**src/rtl/pmem_arbiter_pkg.sv**
```systemverilog
// rtl/pmem_arbiter_pkg.sv - shared types for the physical-memory line-port arbiter
package pmem_arb_types;

    typedef enum logic [1:0] {
        IDLE,
        I_READ,
        D_READ,
        D_WRITE
    } arb_state_t;

    localparam int LINE_W_DEFAULT = 256;

endpackage

```
**src/rtl/pmem_arbiter.sv**
```systemverilog
// rtl/pmem_arbiter.sv - I-cache/D-cache arbiter for the single cacheline adaptor port
module pmem_arbiter
    import pmem_arb_types::*;
#(
    parameter int MAX_D_STREAK = 4,
    parameter int LINE_W       = LINE_W_DEFAULT
) (
    input  logic              clk,
    input  logic              rst,
    input  logic              i_pmem_read,
    input  logic [31:0]       i_pmem_address,
    output logic [LINE_W-1:0] i_pmem_rdata,
    output logic              i_pmem_resp,
    input  logic              d_pmem_read,
    input  logic              d_pmem_write,
    input  logic [31:0]       d_pmem_address,
    input  logic [LINE_W-1:0] d_pmem_wdata,
    output logic [LINE_W-1:0] d_pmem_rdata,
    output logic              d_pmem_resp,
    output logic              mem_read,
    output logic              mem_write,
    output logic [31:0]       mem_address,
    output logic [LINE_W-1:0] mem_wdata,
    input  logic [LINE_W-1:0] mem_rdata,
    input  logic              mem_resp
);

    localparam int SW = $clog2(MAX_D_STREAK + 1);
    localparam logic [SW-1:0] STREAK_MAX = SW'(MAX_D_STREAK);

    arb_state_t    state;
    logic [SW-1:0] streak;
    logic [SW-1:0] d_streak_next;
    logic          d_req;
    logic          i_win;

    assign d_req = d_pmem_read | d_pmem_write;
    // The I-cache wins either uncontested or once D has used up its streak allowance.
    assign i_win = i_pmem_read && (!d_req || (streak == STREAK_MAX));

    // A D grant only counts toward the streak while the I-cache is actually waiting.
    assign d_streak_next = !i_pmem_read          ? '0 :
                           (streak == STREAK_MAX) ? streak :
                                                    streak + 1'b1;

    assign i_pmem_resp  = !rst && (state == I_READ) && mem_resp;
    assign d_pmem_resp  = !rst && ((state == D_READ) || (state == D_WRITE)) && mem_resp;
    assign i_pmem_rdata = mem_rdata;
    assign d_pmem_rdata = mem_rdata;

    always_ff @(posedge clk) begin
        if (rst) begin
            state       <= IDLE;
            streak      <= '0;
            mem_read    <= 1'b0;
            mem_write   <= 1'b0;
            mem_address <= '0;
            mem_wdata   <= '0;
        end else begin
            case (state)
                IDLE: begin
                    if (i_win) begin
                        state       <= I_READ;
                        mem_read    <= 1'b1;
                        mem_address <= i_pmem_address;
                        streak      <= '0;
                    end else if (d_pmem_write) begin
                        state       <= D_WRITE;
                        mem_write   <= 1'b1;
                        mem_address <= d_pmem_address;
                        mem_wdata   <= d_pmem_wdata;
                        streak      <= d_streak_next;
                    end else if (d_pmem_read) begin
                        state       <= D_READ;
                        mem_read    <= 1'b1;
                        mem_address <= d_pmem_address;
                        streak      <= d_streak_next;
                    end
                end
                default: begin
                    if (mem_resp) begin
                        state     <= IDLE;
                        mem_read  <= 1'b0;
                        mem_write <= 1'b0;
                    end
                end
            endcase
        end
    end

    // Simultaneous D read and write is a D-cache bug; it is resolved as a writeback.
    assert property (@(posedge clk) disable iff (rst) !(d_pmem_read && d_pmem_write));

endmodule
```
**config.mk**
```make
export PLATFORM = sky130hd
export DESIGN_NAME = pmem_arbiter
export DESIGN_NICKNAME = d
export VERILOG_FILES = /design/src/rtl/pmem_arbiter_pkg.sv /design/src/rtl/pmem_arbiter.sv
export SDC_FILE = /design/constraint.sdc
export NUM_CORES = 1
export LEC_CHECK = 0
export CAP_MARGIN = 25
export CORE_AREA = 3 3 546 548
export CTS_CLUSTER_DIAMETER = 120
export DETAILED_ROUTE_END_ITERATION = 16
export DIE_AREA = 0 0 549 551
export DONT_BUFFER_PORTS = 1
export PLACE_DENSITY = 0.3
export SYNTH_ARGS = -nofsm -noshare
export SYNTH_HDL_FRONTEND = slang
export SYNTH_SLANG_ARGS = --single-unit
```
**constraint.sdc**
```tcl
create_clock -name clk -period 4.07 [get_ports clk]
set_input_delay 0 -clock clk [delete_from_list [all_inputs] [get_ports clk]]
set_output_delay 0 -clock clk [all_outputs]
set_load 0.01 [all_outputs]
```
==> metrics.csv <==
stage;metric;value;unit
run_status;result_of_the_run;completed;
cts;clockRootBuffer;sky130_fd_sc_hd__clkbuf_16;
synth;ys.warnings.count;0;
sta;rsz0062_at_grt;no;
min_path;min_path_type;in -> out;
floorplanning;placeableCoreArea;0.294;mm2
routing;wire_per_inst;22.0;um
floorplanning;initial_core_util;5.84;%
power_and_ir_drop;pwr_density_cell;357;mW/mm2
global_routing;grt_antenna_before_repair;87;
routing;routed_via_density;2.30;
sta;drv_slew;0;
synth;mappedNetlistNets;2445;
cts;clk_latency;0.70;ns
sta;timing.setup.tns;0;ns
routing;1st_pass_router_iterations;5;
synth;yosys_cell_types;35;
placement;place_area;0.0179;mm2
finish;fin_nets;2690;
cts;postCtsHoldBufs;807;
synth;asyncSetResetFlopFracSynth;0;%
sta;timing.clock.skew;0.0524;ns
power_and_ir_drop;power_leakage;9.02;nW
placement;gp_routability_congestion;0.713;
synth;postSynth.topFlopCell;sky130_fd_sc_hd__dfxtp_1;
cts;clock_sinks;295;
cts;tritoncts;yes;
setup_path;worstRegToRegCells;7;
sta;finalWorstPathRequiredPeriod;3.36;ns
finish;stdcell_area;0.0277;mm2
sta;timing_hold_violations_final;0;
routing;postRouteWirelength;134;mm
sta;timing_worst_slew_pin_value;1.06;ns
cts;clockBufferDepth;3;
sta;slew_headroom;29.0;%
sta;final.period_utilization;82.5;%
synth;share_of_synthesized_area_occupied_by_flip_flops_and_latches;34.4;%
setup_path;endpoint;mem_address[25];
global_routing;grt_pass1_wl;163;mm
routing;num_vias;14000;
setup_path;cp_data_required_time;4.72;ns
cts;cts_setup_buffers;0;
placement;port_buffers;0;
finish;fillers;33900;
setup_path;path_max_fanout;35;
synth;synth_enable_flop_cells;0;
routing;detail_route.iter0.violations;597;
synth;mappedNetlistArea;0.0172;mm2
global_routing;grt_start_max_net_pins;325;
floorplanning;boundaryPins;1386;
flow_run;maxcap_viol_count;0;
floorplanning;die_width;549;um
power_and_ir_drop;ir_drop_worst_case_vdd;0.311;mV
sta;max_clock_freq;0.298;GHz
setup_path;start_kind;register;
routing;drc;0;
finish;drive_above_1_share;5.04;%
setup_path;crit_start;streak[0];
setup_path;rr_endpoint;mem_address[25];
cts;cts_htree_levels;2;
setup_path;critPathArrivalTime;4.00;ns
setup_path;path_class;reg -> reg;
global_routing;first_global_vias;14700;
floorplanning;floorplan.die_area;0.302;mm2
cts;worst_setup_hold_path_clk_slew;0.06;ns
cts;post_cts.resized_instances;0;
floorplanning;placement_rows;199;
synth;average_cell_area_after_synthesis;9.22;um2
finish;flow.area_growth_from_synthesis;61.3;%
placement;half_perimeter_wire_length_after_detailed_placement;107;mm
global_routing;track_usage;8.48;%
setup_path;r2r_setup_slack;0.71;ns
synth;netlist_instances;1861;
setup_path;startpoint_of_the_worst_slack_reg_to_reg_timing_path;streak[0];
floorplanning;dieHeight;551;um
global_routing;overflow;0;
routing;final_antenna_net_count;0;
sta;setup_violations;0;
setup_path;worst_setup_end_kind;register;
cts;cts_made_buffers;48;
synth;flip_flop_and_latch_count_after_synthesis;295;
-- worst min-delay path by stage --
stage                    from                end  depth (start not counted)
2_1_floorplan    mem_rdata[0]    d_pmem_rdata[0]                          1
3_3_place_gp   mem_rdata[204]  d_pmem_rdata[204]                          0
3_5_place_dp   mem_rdata[204]  d_pmem_rdata[204]                          0
4_1_cts        mem_rdata[204]  d_pmem_rdata[204]                          0
5_1_grt        mem_rdata[139]  i_pmem_rdata[139]                          0
6_report       mem_rdata[223]  i_pmem_rdata[223]                          0
-- layer usage --
| layer | share of wire [%] | global-route usage, % |
|---|---|---|
| met4 | 4.8 | 3.30 |
| met1 | 29 | 7.07 |
| met3 | 27 | 10.2 |
| met2 | 40 | 12.2 |
| met5 | 0.16 | 0.485 |
-- cell type report --
type / count / area, um2 / share of cell area, %
tap: 3919 / 4900 / 17.7
antenna: 19 / 47.5 / 0.172
clock buffer: 63 / 1360 / 4.91
inverter: 4 / 15.0 / 0.0543
timing repair buffer: 822 / 8330 / 30.1
sequential: 295 / 5910 / 21.3
clock inverter: 25 / 256 / 0.927
multi-input combinational: 935 / 6860 / 24.8
-- logic make-up (layout without fill, tap and decap cells) --
kind of cell	count (synthesis)	after routing	share of synthesized area, %
multiplexers	256	256	14.9
other	0	19	0
AO/OA/AOI/OAI	117	117	4.35
adder cells (fa/ha/maj)	2	2	0.146
AND/OR/NAND/NOR	560	560	20.2
flip-flops	295	295	34.4
buffers and inverters	631	914	25.9
-- per-stage QoR --
| step | util (%) | hold WS [ns] | setup slack [ns] | std cells | power, mW |
|---|---|---|---|---|---|
| floorplan | - | 0.0918 | 2.31 | 1861 | 4.71 |
| global placement | 6.09 | 0.000100 | 1.34 | 5167 | 4.81 |
| detailed placement | 6.09 | 0.000100 | 1.30 | 5167 | 4.82 |
| CTS | 9.40 | 0.000100 | 0.700 | 6062 | 10.3 |
| global route | 9.41 | 0.0000220 | 0.570 | 6065 | 10.5 |
| finish | 9.43 | 0.00000491 | 0.714 | 6082 | 9.89 |
-- cells in the final DEF, fill, tap and decap left out, drive strengths merged, types with 2 or more instances in the layout --
| cell type | n |
|---|---|
| dlygate4sd3 | 805 |
| nand2b | 513 |
| dfxtp | 295 |
| mux2i | 256 |
| clkbuf | 63 |
| a21oi | 39 |
| o21ai | 36 |
| nand3 | 32 |
| a311oi | 32 |
| diode | 19 |
| buf | 17 |
| clkinv | 16 |
| inv | 7 |
| o211ai | 3 |
| bufinv | 3 |
| clkinvlp | 3 |
| nor2 | 2 |
| nand4 | 2 |
| ha | 2 |
| or2 | 2 |
-- registers in the layout (all words and copies together) (netlist names) --
register / count
mem_wdata: 256
streak: 3
state: 2
mem_write: 1
mem_address: 32
mem_read: 1
-- worst max-delay path: stages (launching register included) --
cell and delay [ns]:
sky130_fd_sc_hd__dfxtp_1 0.37, sky130_fd_sc_hd__inv_1 0.07, sky130_fd_sc_hd__ha_1 0.30, sky130_fd_sc_hd__a2bb2oi_4 0.80
sky130_fd_sc_hd__o21ai_0 0.22, sky130_fd_sc_hd__dlygate4sd3_1 0.63, sky130_fd_sc_hd__a311oi_1 0.30, sky130_fd_sc_hd__dlygate4sd3_1 0.61
-- power breakdown --
part           internal [mW]  switching, mW
logic                   1.02          0.648
registers               3.15          0.691
clock network           2.55           1.83
total                   6.72           3.17
-- synth_stat cells (2+ instances only) --
cell / number / share of area [%]
sky130_fd_sc_hd__o21ai_0: 36 / 1.1
sky130_fd_sc_hd__buf_4: 524 / 23
sky130_fd_sc_hd__nand3_1: 32 / 0.93
sky130_fd_sc_hd__a311oi_1: 32 / 1.6
sky130_fd_sc_hd__buf_2: 3 / 0.088
sky130_fd_sc_hd__ha_1: 2 / 0.15
sky130_fd_sc_hd__buf_6: 14 / 0.92
sky130_fd_sc_hd__inv_1: 3 / 0.066
sky130_fd_sc_hd__a21oi_1: 39 / 1.1
sky130_fd_sc_hd__mux2i_1: 256 / 15
sky130_fd_sc_hd__nand4_1: 2 / 0.073
sky130_fd_sc_hd__nor2_1: 2 / 0.044
sky130_fd_sc_hd__dfxtp_1: 295 / 34
sky130_fd_sc_hd__nand2b_1: 513 / 19
sky130_fd_sc_hd__o211ai_1: 3 / 0.13
sky130_fd_sc_hd__clkbuf_1: 86 / 1.9
(Power assumes the default switching activity.)
